[config.mk]
export PLATFORM = sky130hd
export DESIGN_NAME = multicycle_control
export DESIGN_NICKNAME = d
export VERILOG_FILES = /design/src/rtl/multicycle_control.sv
export SDC_FILE = /design/constraint.sdc
export NUM_CORES = 1
export LEC_CHECK = 0
export CORE_MARGIN = 4
export CORE_UTILIZATION = 50
export DETAILED_ROUTE_END_ITERATION = 10
export PLACE_DENSITY = 0.83
export SYNTH_ARGS = -nofsm -noshare
export SYNTH_HDL_FRONTEND = slang
export SYNTH_SLANG_ARGS = --single-unit
[constraint.sdc]
create_clock -name clk -period 4.25 [get_ports clk]
set_input_delay 0.6375 -clock clk [delete_from_list [all_inputs] [get_ports clk]]
set_output_delay 0.6375 -clock clk [all_outputs]
set_load 0.005 [all_outputs]
[src/rtl/multicycle_control.sv]
`default_nettype none
// ============================================================================
// Module   : multicycle_control
// Brief    : Control FSM for a multi-cycle MIPS datapath (shared memory, one
//            ALU, IR/A/B/ALUOut holding registers). Handles R-type, lw, sw,
//            beq, addi and j. Stalls on mem_ready, counts retired
//            instructions and traps illegal opcodes into a sticky ERR state.
// Revision : 1.0 - initial release
// ============================================================================
module multicycle_control #(
  parameter int CNT_W = 32
) (
  input  logic             clk,
  input  logic             rst,
  input  logic [5:0]       opcode,
  input  logic             mem_ready,
  output logic             PCWrite,
  output logic             PCWriteCond,
  output logic [1:0]       PCSource,
  output logic             IorD,
  output logic             MemRead,
  output logic             MemWrite,
  output logic             IRWrite,
  output logic             MemtoReg,
  output logic             RegDst,
  output logic             RegWrite,
  output logic             ALUSrcA,
  output logic [1:0]       ALUSrcB,
  output logic [1:0]       ALUOp,
  output logic [3:0]       state,
  output logic             instr_done,
  output logic             illegal_op,
  output logic [CNT_W-1:0] instr_count
);

  typedef enum logic [3:0] {
    S_FETCH    = 4'd0,
    S_DECODE   = 4'd1,
    S_MEMADDR  = 4'd2,
    S_MEMREAD  = 4'd3,
    S_MEMWB    = 4'd4,
    S_MEMWRITE = 4'd5,
    S_EXEC     = 4'd6,
    S_RWB      = 4'd7,
    S_BRANCH   = 4'd8,
    S_JUMP     = 4'd9,
    S_ADDIEX   = 4'd10,
    S_ADDIWB   = 4'd11,
    S_ERR      = 4'd15
  } state_t;

  localparam logic [5:0] C_OP_RTYPE = 6'b000000;
  localparam logic [5:0] C_OP_LW    = 6'b100011;
  localparam logic [5:0] C_OP_SW    = 6'b101011;
  localparam logic [5:0] C_OP_BEQ   = 6'b000100;
  localparam logic [5:0] C_OP_ADDI  = 6'b001000;
  localparam logic [5:0] C_OP_J     = 6'b000010;

  localparam logic [CNT_W-1:0] C_CNT_ONE = {{(CNT_W-1){1'b0}}, 1'b1};

  state_t           state_q, state_d;
  logic [5:0]       opcode_q;
  logic             illegal_q;
  logic [CNT_W-1:0] count_q;

  // Next-state selection; unused codes 12-14 fall into ERR via default
  always_comb begin
    state_d = state_q;
    case (state_q)
      S_FETCH:    if (mem_ready) state_d = S_DECODE;
      S_DECODE: begin
        case (opcode)
          C_OP_RTYPE:       state_d = S_EXEC;
          C_OP_LW, C_OP_SW: state_d = S_MEMADDR;
          C_OP_BEQ:         state_d = S_BRANCH;
          C_OP_ADDI:        state_d = S_ADDIEX;
          C_OP_J:           state_d = S_JUMP;
          default:          state_d = S_ERR;
        endcase
      end
      // IR may have moved on; steer with the opcode captured in DECODE
      S_MEMADDR:  state_d = (opcode_q == C_OP_LW) ? S_MEMREAD : S_MEMWRITE;
      S_MEMREAD:  if (mem_ready) state_d = S_MEMWB;
      S_MEMWRITE: if (mem_ready) state_d = S_FETCH;
      S_EXEC:     state_d = S_RWB;
      S_ADDIEX:   state_d = S_ADDIWB;
      S_MEMWB, S_RWB, S_BRANCH, S_JUMP, S_ADDIWB: state_d = S_FETCH;
      S_ERR:      state_d = S_ERR;
      default:    state_d = S_ERR;
    endcase
  end

  // Datapath control decode from current state (mem_ready gates fetch/store)
  always_comb begin
    PCWrite     = 1'b0;
    PCWriteCond = 1'b0;
    PCSource    = 2'b00;
    IorD        = 1'b0;
    MemRead     = 1'b0;
    MemWrite    = 1'b0;
    IRWrite     = 1'b0;
    MemtoReg    = 1'b0;
    RegDst      = 1'b0;
    RegWrite    = 1'b0;
    ALUSrcA     = 1'b0;
    ALUSrcB     = 2'b00;
    ALUOp       = 2'b00;
    instr_done  = 1'b0;
    case (state_q)
      S_FETCH: begin
        MemRead = 1'b1;
        ALUSrcB = 2'b01;
        IRWrite = mem_ready;
        PCWrite = mem_ready;
      end
      S_DECODE:   ALUSrcB = 2'b11;
      S_MEMADDR: begin
        ALUSrcA = 1'b1;
        ALUSrcB = 2'b10;
      end
      S_MEMREAD: begin
        MemRead = 1'b1;
        IorD    = 1'b1;
      end
      S_MEMWB: begin
        MemtoReg   = 1'b1;
        RegWrite   = 1'b1;
        instr_done = 1'b1;
      end
      S_MEMWRITE: begin
        MemWrite   = 1'b1;
        IorD       = 1'b1;
        instr_done = mem_ready;
      end
      S_EXEC: begin
        ALUSrcA = 1'b1;
        ALUOp   = 2'b10;
      end
      S_RWB: begin
        RegDst     = 1'b1;
        RegWrite   = 1'b1;
        instr_done = 1'b1;
      end
      S_BRANCH: begin
        ALUSrcA     = 1'b1;
        ALUOp       = 2'b01;
        PCWriteCond = 1'b1;
        PCSource    = 2'b01;
        instr_done  = 1'b1;
      end
      S_JUMP: begin
        PCWrite    = 1'b1;
        PCSource   = 2'b10;
        instr_done = 1'b1;
      end
      S_ADDIEX: begin
        ALUSrcA = 1'b1;
        ALUSrcB = 2'b10;
      end
      S_ADDIWB: begin
        RegWrite   = 1'b1;
        instr_done = 1'b1;
      end
      default: ;
    endcase
  end

  // State, latched opcode, sticky trap and retire counter
  always_ff @(posedge clk) begin
    if (rst) begin
      state_q   <= S_FETCH;
      opcode_q  <= 6'd0;
      illegal_q <= 1'b0;
      count_q   <= '0;
    end else begin
      state_q <= state_d;
      if (state_q == S_DECODE) opcode_q <= opcode;
      if (state_d == S_ERR) illegal_q <= 1'b1;
      if (instr_done) count_q <= count_q + C_CNT_ONE;
    end
  end

  assign state       = state_q;
  assign illegal_op  = illegal_q;
  assign instr_count = count_q;

endmodule
`default_nettype wire

==> flow_summary.json, run 1 <==
{
  "setup_viol_count_final": 0,
  "final.setup.tns_ps": 0,
  "synth_edf_count": 0,
  "antenna_found_initial": 0,
  "worstHoldPathType": "flop to flop",
  "clkTransAtPathRegs_ps": 90,
  "crit_path_end_kind": "output pin",
  "cpMostUsedCell": "clkdlybuf4s50_1",
  "wl_per_cell_um": 13.8,
  "ys_ff_latch": 43,
  "critPathTopFamily": "buffers and inverters",
  "synth_cells": 284,
  "insertedDiodeCount": 0,
  "fin_crit_sh_pct": 73.3,
  "vias": 2188,
  "hold_violations": 0,
  "ctsResizeCount": 0,
  "path_max_fanout": 6,
  "post_cts_buffers": 0,
  "cp.arrival_ps": 2480,
  "synth_warnings": 0,
  "core_um2": 4380,
  "cts_max_path_buffers": 2,
  "vdd_drop_max_mv": 0.265,
  "leakagePower_nw": 0.955,
  "htreeDepth": 2,
  "ys_async_sr_fraction_pct": 0,
  "slowest_delay_ps": 490,
  "multi_input_area_um2": 1280,
  "max-slew-margin-rel_pct": 59.9,
  "finalMaxSlewViolations": 0,
  "cts_tree": "yes",
  "crit_type": "input port to output pin",
  "seq_area_um2": 861,
  "synthTopCellsByArea": "dfxtp_1 (38%), xnor2_1 (7.3%), nor2_1 (5.6%)",
  "crit_chain": "clkdlybuf4s50_1 -> or3b_2 -> a21o_1 -> and3_1 -> clkdlybuf4s50_1",
  "max_cap_viol_count": 0,
  "wirelength_um": 5340,
  "grt_pass1_wl_um": 8550,
  "pwr_density_cell_nw_per_um2": 470,
  "grt_max_degree": 47,
  "antenna_left": 0,
  "slowest_stage": "clkdlybuf4s50_1",
  "drtIter0Drc": 104,
  "clock_latency_ps": 300,
  "avgSynthCellArea_um2": 8.02,
  "port_buffers": 62,
  "rsz0062_at_grt": "no",
  "cts.sinks": 43,
  "yosysTopAreaCell": "dfxtp_1",
  "yosysUniqueCellTypes": 52,
  "synth_top_area_share_pct": 37.8,
  "place_congestion": 0.846,
  "die_w_um": 75.5,
  "syn2layout_area_growth_pct": 32.1,
  "root_buffer": "clkbuf_8",
  "worst_slew_pin_slew_ps": 593,
  "synth_common_cells": "dfxtp_1 (43), nor2_1 (34), nand2_1 (27)",
  "skew_ps": 7.43,
  "overflow": 0,
  "fillers": 386,
  "crit_required_ps": 3610,
  "drc": 0,
  "first_global_vias": 1950,
  "die_area_um2": 5700,
  "ys.flop_type": "dfxtp_1",
  "dp_hpwl_um": 3750,
  "power_mw": 1.42,
  "ys_seq_area_share_pct": 37.8,
  "status": "completed",
  "start_kind": "input port",
  "setup_ws_ps": 1140,
  "synth.most_common_cell": "dfxtp_1",
  "cts_buffers": 5,
  "place_ws_ps": 1140,
  "track_usage_pct": 19.0,
  "ctsHoldBuffers": 0,
  "fin_crit_ps": 3110,
  "fmax_ghz": 0.321,
  "fp.dieH_um": 75.5,
  "viasPerCell": 5.65,
  "synth_area_um2": 2280,
  "syn_nets": 294,
  "ioPinCount": 63,
  "initial_utilization_pct": 52.0,
  "drive_gt1_share_pct": 5.37,
  "placementRows": 24,
  "nets": 344,
  "cp_num_buf_inv": 2,
  "dr.pass1.iters": 4
}
## metal layers
metal	GRT usage (%)	vias up	part of all wire [%]
met2	31.7	71	48
met3	5.67	6	7.2
met1	23.3	1010	44
met5	0	-	0
met4	6.41	0	1.2
li1	-	1101	-
## metrics by stage
step	utilization, %	cell area, um^2	hold slack, ps	cells
global route	68.6	3010	494	387
finish	68.6	3010	455	387
detailed placement	65.5	2870	448	379
global placement	65.5	2870	445	379
floorplan	-	2280	432	284
CTS	68.6	3010	460	387
## where the power goes
group | internal, mW | total [mW] | switching [mW]
Clock | 0.234 | 0.377 | 0.143
Sequential | 0.439 | 0.506 | 0.0671
Combinational | 0.282 | 0.532 | 0.250
Total | 0.955 | 1.42 | 0.460
## layout by cell type (no fill, tap or decap), drive strengths merged, types with 2 or more instances in the layout
cell,n
a21oi,21
a311oi,2
and3,3
and4,4
buf,2
bufinv,2
clkbuf,5
clkdlybuf4s50,62
dfxtp,43
inv,7
nand2,27
nand2b,7
nand3,10
nand4,5
nor2,34
nor2b,4
nor3,10
nor3b,3
nor4,6
nor4b,7
o21a,2
o21ai,13
o22ai,2
or2,3
or3,9
or4,4
xnor2,19
## layout make-up
type	instances	area share, %
Multi-Input combinational cell	213	42.7
Sequential cell	43	28.6
Timing Repair Buffer	64	21.1
Clock buffer	5	2.29
Clock inverter	3	2.25
Tap cell	52	2.16
Inverter	7	0.873
## flip-flops by register name, indices dropped and copies added (netlist names)
signal and count:
illegal_op 1, instr_count 32, opcode_q 6, state 4
## worst register-to-register path, delay by kind of cell, from the launching register on
family	cells	cell delay [ps]
AOI/OAI and AO/OA	1	140
and+or+nand+nor	4	1940
DFF	1	600
## final timing paths
| kind | startpoint | to | slack (ps) | depth (start not counted) |
|---|---|---|---|---|
| max | mem_ready | instr_done | 1140 | 5 |
| min | opcode_q[1] | opcode_q[1] | 460 | 2 |
| min reg2reg | opcode_q[1] | opcode_q[1] | 460 | 2 |
| max reg2reg | state[0] | instr_count[31] | 1500 | 5 |
## cell families after synthesis
family / Yosys count / synth area share (%)
AND/OR/NAND/NOR: 138 / 33.2
AO/OA/AOI/OAI: 52 / 14.0
flip-flops: 43 / 37.8
buffers and inverters: 28 / 5.82
XOR/XNOR: 20 / 7.69
multiplexers: 2 / 0.934
adder cells (fa/ha/maj): 1 / 0.549
No activity file was read; power rests on OpenSTA's default activity.
==> run 2: changes to the inputs <==
CORE_UTILIZATION = 48   (was 50)
PLACE_DENSITY = 0.8   (was 0.83)
clock period = 3.15 ns   (was 4.25 ns; I/O delays follow)
==> flow_summary.json, run 2 (synthesis gave the netlist of run 1 again) <==
{
  "status": "completed",
  "crit_path_end_kind": "output pin",
  "antenna_left": 0,
  "initial_utilization_pct": 50.9,
  "clock_latency_ps": 290,
  "fin_crit_ps": 2780,
  "ioPinCount": 63,
  "cts.sinks": 43,
  "final_cell_mix": "clkdlybuf4s50_1 (62), dfxtp_1 (43), nor2_1 (34)",
  "port_buffers": 62,
  "crit_chain": "clkdlybuf4s50_1 -> or3b_2 -> a21o_1 -> and3_1 -> clkdlybuf4s50_1",
  "stdcell_count": 388,
  "final.setup.tns_ps": 0,
  "cts_tree": "yes",
  "ctsHoldBuffers": 0,
  "fp.dieH_um": 76.9,
  "place_ws_ps": 377,
  "drc": 0,
  "cp.arrival_ps": 2310,
  "worstHoldPathType": "flop to flop",
  "crit_start": "mem_ready",
  "holdPathStages": 2,
  "rr_worst_depth": 5,
  "crit_required_ps": 2680,
  "drtIter0Drc": 79,
  "htreeDepth": 2,
  "rsz0062_at_grt": "no",
  "wirelength_um": 5340,
  "cts_max_path_buffers": 2,
  "path_max_fanout": 6,
  "slowest_delay_ps": 490,
  "wl_per_cell_um": 13.8,
  "die_area_um2": 5910,
  "vdd_drop_max_mv": 0.335,
  "layout_commonest_cell": "clkdlybuf4s50_1",
  "setup_ws_ps": 372,
  "setup_viol_count_final": 0,
  "dp_hpwl_um": 3760,
  "viasPerCell": 5.58,
  "syn2layout_area_growth_pct": 31.6,
  "final_core_util_pct": 67.0,
  "worst_slew_pin_slew_ps": 628,
  "post_cts_buffers": 0,
  "pwr_density_cell_nw_per_um2": 612,
  "fin_crit_sh_pct": 88.2,
  "largest_reg_flops": 32,
  "leakagePower_nw": 0.956,
  "vias": 2166,
  "root_buffer": "clkbuf_8",
  "min_from": "opcode_q[1]",
  "core_um2": 4470,
  "nets": 345,
  "skew_ps": 3.85,
  "power_mw": 1.84,
  "clkTransAtPathRegs_ps": 80,
  "grt_pass1_wl_um": 8950,
  "insertedDiodeCount": 0,
  "first_global_vias": 1931,
  "worstReg2RegStart": "state[0]",
  "dp.cells": 380,
  "cpMostUsedCell": "clkdlybuf4s50_1",
  "crit_type": "input port to output pin",
  "start_kind": "input port",
  "track_usage_pct": 18.2,
  "slowest_stage": "or3b_2",
  "cts_buffers": 5,
  "placementRows": 24,
  "dr.pass1.iters": 4,
  "max-slew-margin-rel_pct": 57.6,
  "max_cap_viol_count": 0,
  "die_w_um": 76.9,
  "ctsResizeCount": 0,
  "drive_gt1_share_pct": 5.65,
  "place_congestion": 0.796,
  "overflow": 0,
  "fmax_ghz": 0.360,
  "grt_max_degree": 46,
  "antenna_found_initial": 0,
  "finalMaxSlewViolations": 0,
  "hold_violations": 0
}
==> run 2: changes by cell type in the layout (fill, tap and decap cells not counted) <==
| cell | before | now |
|---|---|---|
| clkinvlp_4 | 1 | 0 |
| clkbuf_8 | 5 | 6 |
| bufinv_16 | 2 | 1 |
| clkinv_2 | 0 | 1 |
| buf_4 | 2 | 3 |
==> run 2: final cells by class <==
type,instances,area (um^2)
Fill cell,388,1480
Multi-Input combinational cell,213,1280
Sequential cell,43,861
Timing Repair Buffer,65,643
Clock buffer,6,82.6
Tap cell,52,65.1
Clock inverter,2,35.0
Inverter,7,26.3
==> run 2: critical path: cells and delay by family <==
family | cells | cell delay (ps)
simple gates | 2 | 690
compound gates | 1 | 200
buf+inv | 2 | 940
==> run 2: path summary, 6_finish.rpt <==
path	endpoint	slack, ps
min reg2reg	opcode_q[1]	460
max	instr_done	370
min	opcode_q[1]	460
max reg2reg	instr_count[30]	600
==> run 2: per-layer routing <==
layer | wire length (um) | vias to the layer above | GRT usage [%]
met2 | 2600 | 53 | 30.7
li1 | - | 1100 | -
met3 | 283 | 4 | 5.27
met1 | 2390 | 1009 | 21.9
met5 | 0 | - | 0
met4 | 57 | 0 | 6.34
==> run 2: stage by stage <==
stage	hold slack, ps	instance area [um^2]
finish	459	3000
global placement	446	2880
CTS	461	3000
global route	471	3000
floorplan	432	2280
detailed placement	450	2880
==> run 2: report_power, final <==
group | total, mW | internal [mW] | switching, mW
combinational | 0.711 | 0.380 | 0.331
clock | 0.439 | 0.256 | 0.183
sequential | 0.684 | 0.593 | 0.0917
